===== config.mk =====
export PLATFORM = sky130hd
export DESIGN_NAME = mux3_port_arbiter
export DESIGN_NICKNAME = d
export VERILOG_FILES = /design/src/rtl/mux3_port_arbiter.sv
export SDC_FILE = /design/constraint.sdc
export NUM_CORES = 1
export LEC_CHECK = 0
export CAP_MARGIN = 30
export CORE_MARGIN = 1
export CORE_UTILIZATION = 25
export CTS_BUF_LIST = sky130_fd_sc_hd__clkbuf_16
export DETAILED_ROUTE_END_ITERATION = 6
export DONT_BUFFER_PORTS = 1
export PLACE_DENSITY = 0.47
export REMOVE_ABC_BUFFERS = 1
export SLEW_MARGIN = 25
export SYNTH_ARGS = -nofsm -noshare
export SYNTH_HDL_FRONTEND = slang
export SYNTH_SLANG_ARGS = --single-unit

===== constraint.sdc =====
create_clock -name clk_i -period 2.7 [get_ports clk_i]
set_input_delay 0.81 -clock clk_i [delete_from_list [all_inputs] [get_ports clk_i]]
set_output_delay 0.81 -clock clk_i [all_outputs]
set_load 0.1 [all_outputs]

===== src/rtl/mux3_port_arbiter.sv =====
// mux3_port_arbiter
// Round-robin owner selection for a shared 3:1 datapath mux.
// One requester owns the mux at a time. It keeps ownership until it signals
// done, drops its request, or uses up MAX_HOLD consecutive cycles.
// Grant, select, busy and preempt all come straight from flops, so the mux
// select never glitches and downstream timing sees clean register outputs.

module mux3_port_arbiter #(
  parameter int MAX_HOLD = 8,
  parameter int CNT_W    = 4
) (
  input  logic       clk_i,
  input  logic       rst_i,
  input  logic [2:0] req_i,
  input  logic [2:0] done_i,
  output logic [2:0] grant_o,
  output logic [1:0] select_o,
  output logic       busy_o,
  output logic       preempt_o
);

  // Two-state controller: nobody owns the mux, or exactly one requester does.
  localparam logic [0:0] ST_IDLE = 1'b0;
  localparam logic [0:0] ST_OWN  = 1'b1;

  // Count value seen on the last cycle an owner may keep the grant.
  localparam logic [CNT_W-1:0] HOLD_LAST = CNT_W'(MAX_HOLD - 1);

  // Requester codes, which double as mux select codes.
  localparam logic [1:0] IDX_0 = 2'd0;
  localparam logic [1:0] IDX_1 = 2'd1;
  localparam logic [1:0] IDX_2 = 2'd2;

  // ---------------------------------------------------------------------
  // Helper functions
  // ---------------------------------------------------------------------

  // Successor of a requester index in the modulo-3 rotation.
  // The unused code 11 folds back to requester 0.
  function automatic logic [1:0] next_idx(input logic [1:0] idx);
    logic [1:0] nxt;
    case (idx)
      IDX_0:   nxt = IDX_1;
      IDX_1:   nxt = IDX_2;
      IDX_2:   nxt = IDX_0;
      default: nxt = IDX_0;
    endcase
    return nxt;
  endfunction

  // Turn a requester index into its one-hot grant vector.
  function automatic logic [2:0] idx_to_onehot(input logic [1:0] idx);
    logic [2:0] oh;
    case (idx)
      IDX_0:   oh = 3'b001;
      IDX_1:   oh = 3'b010;
      IDX_2:   oh = 3'b100;
      default: oh = 3'b000;
    endcase
    return oh;
  endfunction

  // Round-robin search.
  // The search starts just after ptr and wraps around, so ptr itself is
  // tried last. The caller makes sure at least one request bit is set.
  function automatic logic [1:0] rr_pick(input logic [2:0] req,
                                         input logic [1:0] ptr);
    logic [1:0] cand_1;
    logic [1:0] cand_2;
    logic [1:0] cand_3;
    logic [1:0] pick;
    cand_1 = next_idx(ptr);
    cand_2 = next_idx(cand_1);
    cand_3 = next_idx(cand_2);
    if (req[cand_1]) begin
      pick = cand_1;
    end else if (req[cand_2]) begin
      pick = cand_2;
    end else begin
      pick = cand_3;
    end
    return pick;
  endfunction

  // ---------------------------------------------------------------------
  // State
  // ---------------------------------------------------------------------
  logic [0:0]       state_r;
  logic [2:0]       grant_r;
  logic [1:0]       select_r;
  logic             busy_r;
  logic             preempt_r;
  logic [CNT_W-1:0] hold_cnt_r;
  logic [1:0]       last_r;

  logic [0:0]       state_nxt_s;
  logic [2:0]       grant_nxt_s;
  logic [1:0]       select_nxt_s;
  logic             preempt_nxt_s;
  logic [CNT_W-1:0] hold_cnt_nxt_s;
  logic [1:0]       last_nxt_s;

  logic             any_req_s;
  logic             owner_done_s;
  logic             owner_req_s;
  logic             hold_limit_s;
  logic             release_s;
  logic [1:0]       search_ptr_s;
  logic [1:0]       pick_s;

  // Owner status is masked through the one-hot grant.
  // This means done_i or req_i bits from non-owners can never affect release.
  assign any_req_s    = (req_i != 3'b000);
  assign owner_done_s = ((done_i & grant_r) != 3'b000);
  assign owner_req_s  = ((req_i & grant_r) != 3'b000);
  assign hold_limit_s = (hold_cnt_r == HOLD_LAST);

  // Rotation origin.
  // When idle, the search starts from the last-served requester.
  // On a release in the same cycle, it starts from the owner being released,
  // which is always the code held in select_r while a grant is active.
  // Decide the rotation origin for this cycle's search
  always_comb begin
    search_ptr_s = last_r;
    if (state_r == ST_OWN) begin
      search_ptr_s = select_r;
    end else begin
      search_ptr_s = last_r;
    end
  end

  assign pick_s = rr_pick(req_i, search_ptr_s);

  // Next-state decision: new grant, hold, release-and-regrant, or idle
  always_comb begin
    state_nxt_s    = state_r;
    grant_nxt_s    = grant_r;
    select_nxt_s   = select_r;
    preempt_nxt_s  = 1'b0;
    hold_cnt_nxt_s = hold_cnt_r;
    last_nxt_s     = last_r;
    release_s      = 1'b0;

    case (state_r)
      ST_IDLE: begin
        if (any_req_s) begin
          state_nxt_s    = ST_OWN;
          grant_nxt_s    = idx_to_onehot(pick_s);
          select_nxt_s   = pick_s;
          hold_cnt_nxt_s = {CNT_W{1'b0}};
        end else begin
          // select_r is held so the shared mux output stays stable.
          state_nxt_s    = ST_IDLE;
          grant_nxt_s    = 3'b000;
        end
      end

      ST_OWN: begin
        release_s = owner_done_s || !owner_req_s || hold_limit_s;
        if (release_s) begin
          last_nxt_s = select_r;
          // Preempt only when the hold limit alone forced the release.
          // A done or a dropped request on the same cycle counts as a
          // normal release, not a preemption.
          preempt_nxt_s = hold_limit_s && !owner_done_s && owner_req_s;
          if (any_req_s) begin
            state_nxt_s    = ST_OWN;
            grant_nxt_s    = idx_to_onehot(pick_s);
            select_nxt_s   = pick_s;
            hold_cnt_nxt_s = {CNT_W{1'b0}};
          end else begin
            state_nxt_s    = ST_IDLE;
            grant_nxt_s    = 3'b000;
            hold_cnt_nxt_s = {CNT_W{1'b0}};
          end
        end else begin
          hold_cnt_nxt_s = hold_cnt_r + {{(CNT_W-1){1'b0}}, 1'b1};
        end
      end

      default: begin
        // Recover from an illegal state encoding by dropping any grant.
        state_nxt_s    = ST_IDLE;
        grant_nxt_s    = 3'b000;
        hold_cnt_nxt_s = {CNT_W{1'b0}};
      end
    endcase
  end

  // Register arbiter state and outputs; synchronous active-low reset
  always_ff @(posedge clk_i) begin
    if (!rst_i) begin
      state_r    <= ST_IDLE;
      grant_r    <= 3'b000;
      select_r   <= IDX_0;
      busy_r     <= 1'b0;
      preempt_r  <= 1'b0;
      hold_cnt_r <= {CNT_W{1'b0}};
      last_r     <= IDX_2;
    end else begin
      state_r    <= state_nxt_s;
      grant_r    <= grant_nxt_s;
      select_r   <= select_nxt_s;
      busy_r     <= (grant_nxt_s != 3'b000);
      preempt_r  <= preempt_nxt_s;
      hold_cnt_r <= hold_cnt_nxt_s;
      last_r     <= last_nxt_s;
    end
  end

  assign grant_o   = grant_r;
  assign select_o  = select_r;
  assign busy_o    = busy_r;
  assign preempt_o = preempt_r;

endmodule

==> run metrics, run 1 <==
PnR worst setup slack 0.8226 ns; Max clock buf depth 2; Slew @ Worst Pin 0.6705 ns; DRT Pass-1 Iters 4; Die W about 57 µm; clock power share between 40 and 50%; CTS buffer count 3; FF+latch count, synth 14; xor/xnor cell area share of the yosys netlist 0%; All-Layer GR Usage about 11%; I/O pin count 15; run status finished, final reports clean; vias in the first global route 607; Final Total Pwr ~0.62 mW; nets between 90 and 100; post-synthesis cell count 80; H-tree level count 1; crit start category primary input; unique cell type count in the Yosys netlist 36; Vias around 630; GR Overflow Total 0; clk_lat worst skew roughly 0.24 ns; Max-Cap Viols 0; chip height between 50 and 60 µm; Synth area leaders dfxtp_1 (37%), buf_6 (4.5%), mux2i_1 (4.0%); headroom to the max-slew limit 54.89%; Comb pwr share between 10% and 20%; Synth Area in Adders approximately 1.7%; first-pass GRT wire length ~2.9 mm; CP endpoint kind flop; Wirelength per Cell around 14 µm; final instance area approximately 860 µm²; Avg Synthesized Cell Area ~9.4 µm²; worst hold path class reg -> reg; Initial Utilization between 20% and 30%; vias per cell between 5 and 6; maximum vdd drop around 0.3 mV; setup_tns 0 ns; fin. max-slew vios 0; multiplexer share of the synthesized area around 7.0%; clk sinks 14; clk slew on worst S/H paths 0.05 ns; sequential fraction of the synthesis area a little under two fifths; area share of and/or/nand/nor cells after synthesis between 20% and 30%; worst endpoint required time between 2 and 3 ns; DRC 0; crit share post-route about 70%; Worst Hold Slack 0.5111 ns; placed inst area about 800 µm²; NetSw ~0.17 mW; Max Fclk 0.5326 GHz; Finished Core Util 30.78%; drt total wl approximately 1.7 mm; Pwr per Cell Area 721.1 nW/µm²; Int Power between 0.4 and 0.5 mW; Final Wtd Congestion 0.7295; crit path max fanout 7; CTS-repair resized insts 0; post-detailed-route count of antenna-violating nets 0; largest family of logic cells by synthesized area compound AO/OA/AOI/OAI gates; IO Port Bufs 0; Root Buffer clkbuf_16; DP Cell Count approximately 110; initial antenna violation count 0; area growth from synthesis to layout 15.38%; Crit Path Class in -> reg; arrival time at the worst endpoint ~2.0 ns; DR iter-0 viols 23; Switching Fraction between 20% and 30%; post-synth top area cell dfxtp_1; Post-CTS Setup Inserts 0; largest net degree at the start of global routing 17; Synth Area in Compound Gates between 20% and 30%; Core Region roughly 2800 µm²; fin cells between 100 and 150; CTS tree built; Hold Fails Final Rpt 0; Post-DP HPWL around 1.2 mm; hold_buf cts 0; RSZ-0062 raised after global routing no; Leakage roughly 0.33 nW; Placement Rows 19; share of post-route cells with drive strength above 1 between 10% and 20%; YS warnings 0; Place WS 0.5575 ns; Cell Area, Synth 748.2 µm²; min cycle time layout roughly 1.9 ns; Synth top area share between 30% and 40%; ant diodes 0; worst-case clock skew 0.003290 ns; die area 3215 µm²; final setup vio count 0; Reg power frac between 30% and 40%
-- cell type report --
class,count,area [µm²]
multi-input combinational,60,416.7
sequential,14,280.3
timing repair buffer,7,52.55
tap,31,38.79
clock buffer,3,75.07
fill,307,1942
-- cell usage after synthesis, drive strengths merged --
cell     count
nand3b       1
ha           1
nand4b       1
nand3        4
nand2b       1
nor2         3
and2         3
clkbuf       1
o31ai        1
a222oi       2
a31oi        2
o21ai        2
o41ai        1
dfxtp       14
a21oi        4
a21boi       3
buf          5
nor3         1
and3         1
mux2         2
a22oi        2
and4b        2
and3b        1
o211ai       2
o221a        2
nor2b        3
a22o         1
mux2i        3
o2bb2ai      1
nor4         1
nand2        8
o2111ai      1
-- registers in the layout, indices dropped and copies added, names as in the netlist --
register	cells
hold_cnt_r	4
grant_o	3
last_r	2
select_o	2
busy_o	1
preempt_o	1
state_r	1
-- power by group through the flow --
stage               registers, mW  logic [mW]  clock network [mW]
global placement            0.233       0.121                   0
finish                      0.229       0.121               0.272
floorplan                   0.286      0.0447                   0
CTS                         0.229       0.121               0.279
detailed placement          0.233       0.121                   0
global route                0.231       0.129               0.293
-- worst paths after layout --
path	startpoint	to	slack, ns	cells past startpoint
setup reg to reg	grant_o[0]	select_o[0]	0.99	4
hold / removal	last_r[0]	last_r[0]	0.51	2
hold reg to reg	last_r[0]	last_r[0]	0.51	2
setup / recovery	done_i[0]	select_o[0]	0.82	4
-- layer usage --
layer | vias to the layer above | wire (µm) | global-route usage, % | share of wire, %
met3 | 0 | 113 | 5.069 | 6.8
met4 | 0 | 0 | 1.429 | 0
li1 | 316 | - | - | -
met2 | 22 | 747 | 16.50 | 45
met1 | 296 | 804 | 16.11 | 48
met5 | - | 0 | 0 | 0
-- cell families (layout without fill, tap and decap cells) --
family / count (synthesis) / in the layout
adders and majority gates: 1 / 1
muxes: 5 / 5
buffers and inverters: 6 / 10
AOI/OAI and AO/OA: 24 / 24
DFF: 14 / 14
and+or+nand+nor: 30 / 30
-- worst max-delay path, stage by stage --
cell,delay (ns)
a222oi_1,0.39
and4b_1,0.45
nor2_2,0.08
o221a_2,0.27
-- placed cells by master (no fill, tap or decap), drive strengths merged, types with 2 or more instances in the layout --
cell type / n
a21oi: 4
o211ai: 2
mux2i: 3
a22oi: 2
nand3: 4
a222oi: 2
clkbuf: 3
o21ai: 2
a21boi: 3
nor2: 3
and4b: 2
o221a: 2
nor2b: 3
a31oi: 2
nand2: 8
mux2: 2
and2: 3
buf: 7
dfxtp: 14
Power figures use the tool's default switching activity.
==> inputs of run 2 (changes only) <==
- PLACE_DENSITY: 0.47 -> 0.49
- clock period: 2.7 -> 1.7 ns (I/O delays scaled with it)
==> run 2 against run 1 <==
The flow now finishes with violations (design-rule violations). Critical endpoint is now grant_o[2]. Sequential power up 58%. Register-to-register slack worse by 0.88 ns. Setup slack worse by 0.71 ns. First-iteration DRC count unchanged. Sequential cell count unchanged. Die area unchanged. Sequential share of layout area down 2.7 points. Cell count up 9.6%. Clock-buffer cell count unchanged. Hold slack worse by 0.19 ns. Core utilization up 2.8 points.
==> run metrics, run 2 (synthesis results as in run 1) <==
final setup vio count 0; headroom to the max-slew limit between 70% and 80%; Die W 56.71 µm; largest reg by FF count hold_cnt_r; Worst Hold Slack between 0.3 and 0.4 ns; Post-DP HPWL ~1.3 mm; Core Region about 2800 µm²; commonest non-fill, non-tap cell in the layout buf_4; chip height ~57 µm; share of post-route cells with drive strength above 1 27.37%; I/O pin count 15; worst endpoint required time around 1.8 ns; maximum vdd drop 0.3883 mV; die area around 3200 µm²; IO Port Bufs 0; DR iter-0 viols 23; DRC 2; multi-input logic area about 420 µm²; initial antenna violation count 0; fill cell count approximately 310; Pwr per Cell Area 1095 nW/µm²; Max-Cap Viols 0; clk slew on worst S/H paths approximately 0.050 ns; area growth from synthesis to layout 25.92%; Placement Rows 19; Wirelength per Cell roughly 14 µm; worst-case clock skew around 0.0055 ns; arrival time at the worst endpoint around 1.7 ns; Initial Utilization 26.67%; Crit Path Class reg -> reg; Vias approximately 670; Leakage ~0.39 nW; CP endpoint kind flop; worst hold path class in -> reg; CTS buffer count 3; Max clock buf depth 2; vias in the first global route 631; Max Fclk between 0.6 and 0.7 GHz; Root Buffer clkbuf_16; RSZ-0062 raised after global routing no; crit start category flop; hold_buf cts 0; register area 280.3 µm²; Slew @ Worst Pin between 0.3 and 0.4 ns; All-Layer GR Usage 11.43%; vias per cell between 5 and 6; most frequent cells in the layout buf_4 (17), dfxtp_1 (14), nand2_1 (8); ant diodes 0; Final Wtd Congestion about 0.7; first-pass GRT wire length between 2 and 3 mm; DRT Pass-1 Iters 6; Hold Fails Final Rpt 0; crit path max fanout 5; GR Overflow Total 0; run status complete, but fails checks; DP Cell Count 121; largest net degree at the start of global routing 17; nets approximately 110; post-detailed-route count of antenna-violating nets 0; min cycle time layout around 1.6 ns; clk sinks 14; H-tree level count 1; fin. max-slew vios 0; fin cells 126; CTS tree built; drt total wl around 1.7 mm; clk_lat worst skew between 0.2 and 0.3 ns; failing checks design-rule violations; max reg flops 4; crit share post-route 93.24%
==> run 2: cell types whose count changed in the layout (fill, tap and decap cells not counted) <==
cell	change
buf_4	+10
clkinv_1	+1
==> run 2: routing by layer <==
layer	GRT usage [%]	part of all wire (%)
met3	4.378	4.8
met5	0	0
met1	12.17	45
met2	19.22	48
met4	6.429	2.5
==> run 2: area by class of cell <==
type / count / share of cell area, %
sequential: 14 / 29.75
tap: 31 / 4.117
clock inverter: 1 / 0.3984
multi-input combinational: 60 / 44.22
clock buffer: 3 / 7.968
timing repair buffer: 17 / 13.55
==> run 2: final timing paths <==
check / from / endpoint / slack (ns) / cells past startpoint
hold / removal: rst_i / last_r[1] / 0.33 / 1
hold reg to reg: last_r[0] / last_r[0] / 0.50 / 2
setup / recovery: grant_o[0] / grant_o[2] / 0.11 / 7
setup reg to reg: grant_o[0] / grant_o[2] / 0.11 / 7
==> run 2: per-stage QoR <==
step / util (%) / setup WS (ns) / setup TNS (ns) / instance area [µm²] / power [mW]
after floorplan: - / -0.5867 / -4.108 / 696.9 / 0.5253
after global placement: 30.51 / -0.01315 / -0.02477 / 855.8 / 0.5838
after detailed placement: 30.51 / -0.05463 / -0.1542 / 855.8 / 0.5845
after CTS: 33.32 / 0.03588 / 0 / 934.6 / 1.040
after global routing: 33.59 / 0.00005473 / 0 / 942.2 / 1.075
final: 33.59 / 0.1149 / 0 / 942.2 / 1.032
==> run 2: where the power goes <==
part / internal, mW / leakage (nW) / total, mW / switching, mW
Sequential: 0.348 / 0.115 / 0.362 / 0.0144
Combinational: 0.0784 / 0.233 / 0.219 / 0.141
Clock: 0.311 / 0.0385 / 0.450 / 0.139
==> run 2: critical path, cell delays in order (launching register included) <==
cell	delay [ns]
dfxtp_1	0.30
buf_4	0.14
a222oi_1	0.30
buf_4	0.18
and4b_1	0.25
buf_4	0.16
nand2_1	0.05
a21boi_0	0.08
==> run 2: what timing repair did <==
action / CTS / global route
buffers inserted: 0 / 1
endpoints found under the hold margin: 0 / 0
endpoints found under the setup margin: 0 / 7
gates resized for setup: 0 / 0
==> inputs of run 3 (changes only) <==
==> constraint.sdc (replaced) <==
create_clock -name clk_i -period 1.7 [get_ports clk_i]
set_input_delay 0.34 -clock clk_i [delete_from_list [all_inputs] [get_ports clk_i]]
set_output_delay 0.34 -clock clk_i [all_outputs]
set_load 0.1 [all_outputs]
==> run 3 against run 2 <==
Clock skew is 0.0052 ns lower. Die area unchanged. Critical endpoint is now hold_cnt_r[1]. Combinational power shrank 4%. The flow still finishes with violations (design-rule violations). Highest routed layer unchanged.
==> run metrics, run 3 (synthesis results as in run 1) <==
run status complete, but fails checks; failing checks design-rule violations; headroom to the max-slew limit 65.96%; largest reg by FF count hold_cnt_r; Post-CTS Setup Inserts 0; min cycle time layout 1.623 ns; H-tree level count 1; Initial Utilization 26.67%; IO Port Bufs 0; Max-Cap Viols 0; clock power share approximately 44%; Max clock buf depth 2; slowest stage delay, CP approximately 0.48 ns; Slew @ Worst Pin between 0.5 and 0.6 ns; initial antenna violation count 0; fin. max-slew vios 0; CTS buffer count 3; Core Region between 2000 and 3000 µm²; DR iter-0 viols 24; post-detailed-route count of antenna-violating nets 0; nets 102; maximum vdd drop around 0.43 mV; share of post-route cells with drive strength above 1 26.09%; crit start category flop; most frequent cells in the layout dfxtp_1 (14), buf_4 (14), nand2_1 (8); I/O pin count 15; Hold Fails Final Rpt 0; Max Fclk around 0.62 GHz; Crit Path Class reg -> reg; Pwr per Cell Area 1105 nW/µm²; largest net degree at the start of global routing 17; Worst Hold Slack between 0.15 and 0.2 ns; GR Overflow Total 0; Placement Rows 19; crit share post-route approximately 95%; worst-case clock skew 0.0003532 ns; crit-path cells a222oi_1, and4b_1, buf_4, a22oi_1, nor2b_1; clk sinks 14; fill cell count approximately 300; NetSw between 0.2 and 0.3 mW; worst endpoint required time approximately 1.8 ns; CP endpoint kind flop; Wirelength per Cell around 14 µm; clk_lat worst skew between 0.2 and 0.25 ns; final setup vio count 0; crit path max fanout 5; hold_buf cts 0; chip height roughly 57 µm; Comb pwr share approximately 21%; drt total wl between 1.5 and 2 mm; PnR worst setup slack approximately 0.077 ns; Switching Fraction 28.56%; Reg power frac a little over a third; arrival time at the worst endpoint 1.75 ns; vias in the first global route around 600; Root Buffer clkbuf_16; Vias between 600 and 700; vias per cell 5.325; DRC 2; area growth from synthesis to layout 23.91%; All-Layer GR Usage 11.64%; Final Wtd Congestion approximately 0.74; Crit-path slowest cell a222oi_1; CTS tree built; Crit path max-delay family compound AO/OA/AOI/OAI gates; max reg flops 4; Buffers & Inverters on Critical Path 1; Leakage between 0.3 and 0.4 nW; first-pass GRT wire length about 2.9 mm; Place WS slightly below 0.05 ns; clk slew on worst S/H paths around 0.050 ns; Die W roughly 57 µm; Int Power 0.7318 mW; die area about 3200 µm²; DRT Pass-1 Iters 7; CTS-repair resized insts 0; worst hold path class in -> reg; Post-DP HPWL roughly 1.3 mm; ant diodes 0
## run 3: changes by cell type in the layout (fill, tap and decap cells not counted), sizes merged
cell / change
buf: -3
## run 3: per-layer routing
layer  vias to the layer above  GRT usage, %  share of wire (%)
li1                        333             -                  -
met2                        15         18.37                 48
met3                         2         4.378                4.3
met1                       305         14.73                 47
met5                         -             0                  0
met4                         0         3.214               0.77
## run 3: final timing paths
path / slack [ns] / endpoint / startpoint / depth (start not counted)
max: 0.08 / hold_cnt_r[1] / grant_o[1] / 5
max reg2reg: 0.08 / hold_cnt_r[1] / grant_o[1] / 5
min: 0.17 / last_r[1] / rst_i / 1
min reg2reg: 0.50 / last_r[1] / last_r[1] / 2
## run 3: stage by stage
stage	setup TNS, ns	std cells	area, µm²	utilization [%]	power [mW]
finish	0	123	927.1	33.05	1.024
global route	-0.03646	123	927.1	33.05	1.064
CTS	0	123	919.6	32.78	1.032
detailed placement	0	119	840.8	29.97	0.5793
global placement	0	119	840.8	29.97	0.5793
floorplan	-4.108	74	696.9	-	0.5253
## run 3: power by group through the flow
stage          combinational, mW  clock (mW)  sequential, mW
2_1_floorplan             0.0710           0           0.454
3_3_place_gp               0.209           0           0.371
3_5_place_dp               0.208           0           0.371
4_1_cts                    0.208       0.458           0.365
5_1_grt                    0.224       0.472           0.368
6_report                   0.210       0.449           0.365
## run 3: layout make-up
cell class / instances / area, µm² / area share [%]
clock buffer: 3 / 75.07 / 8.097
clock inverter: 1 / 3.754 / 0.4049
multi-input combinational: 60 / 424.2 / 45.75
sequential: 14 / 280.3 / 30.23
tap: 31 / 38.79 / 4.184
timing repair buffer: 14 / 105.1 / 11.34
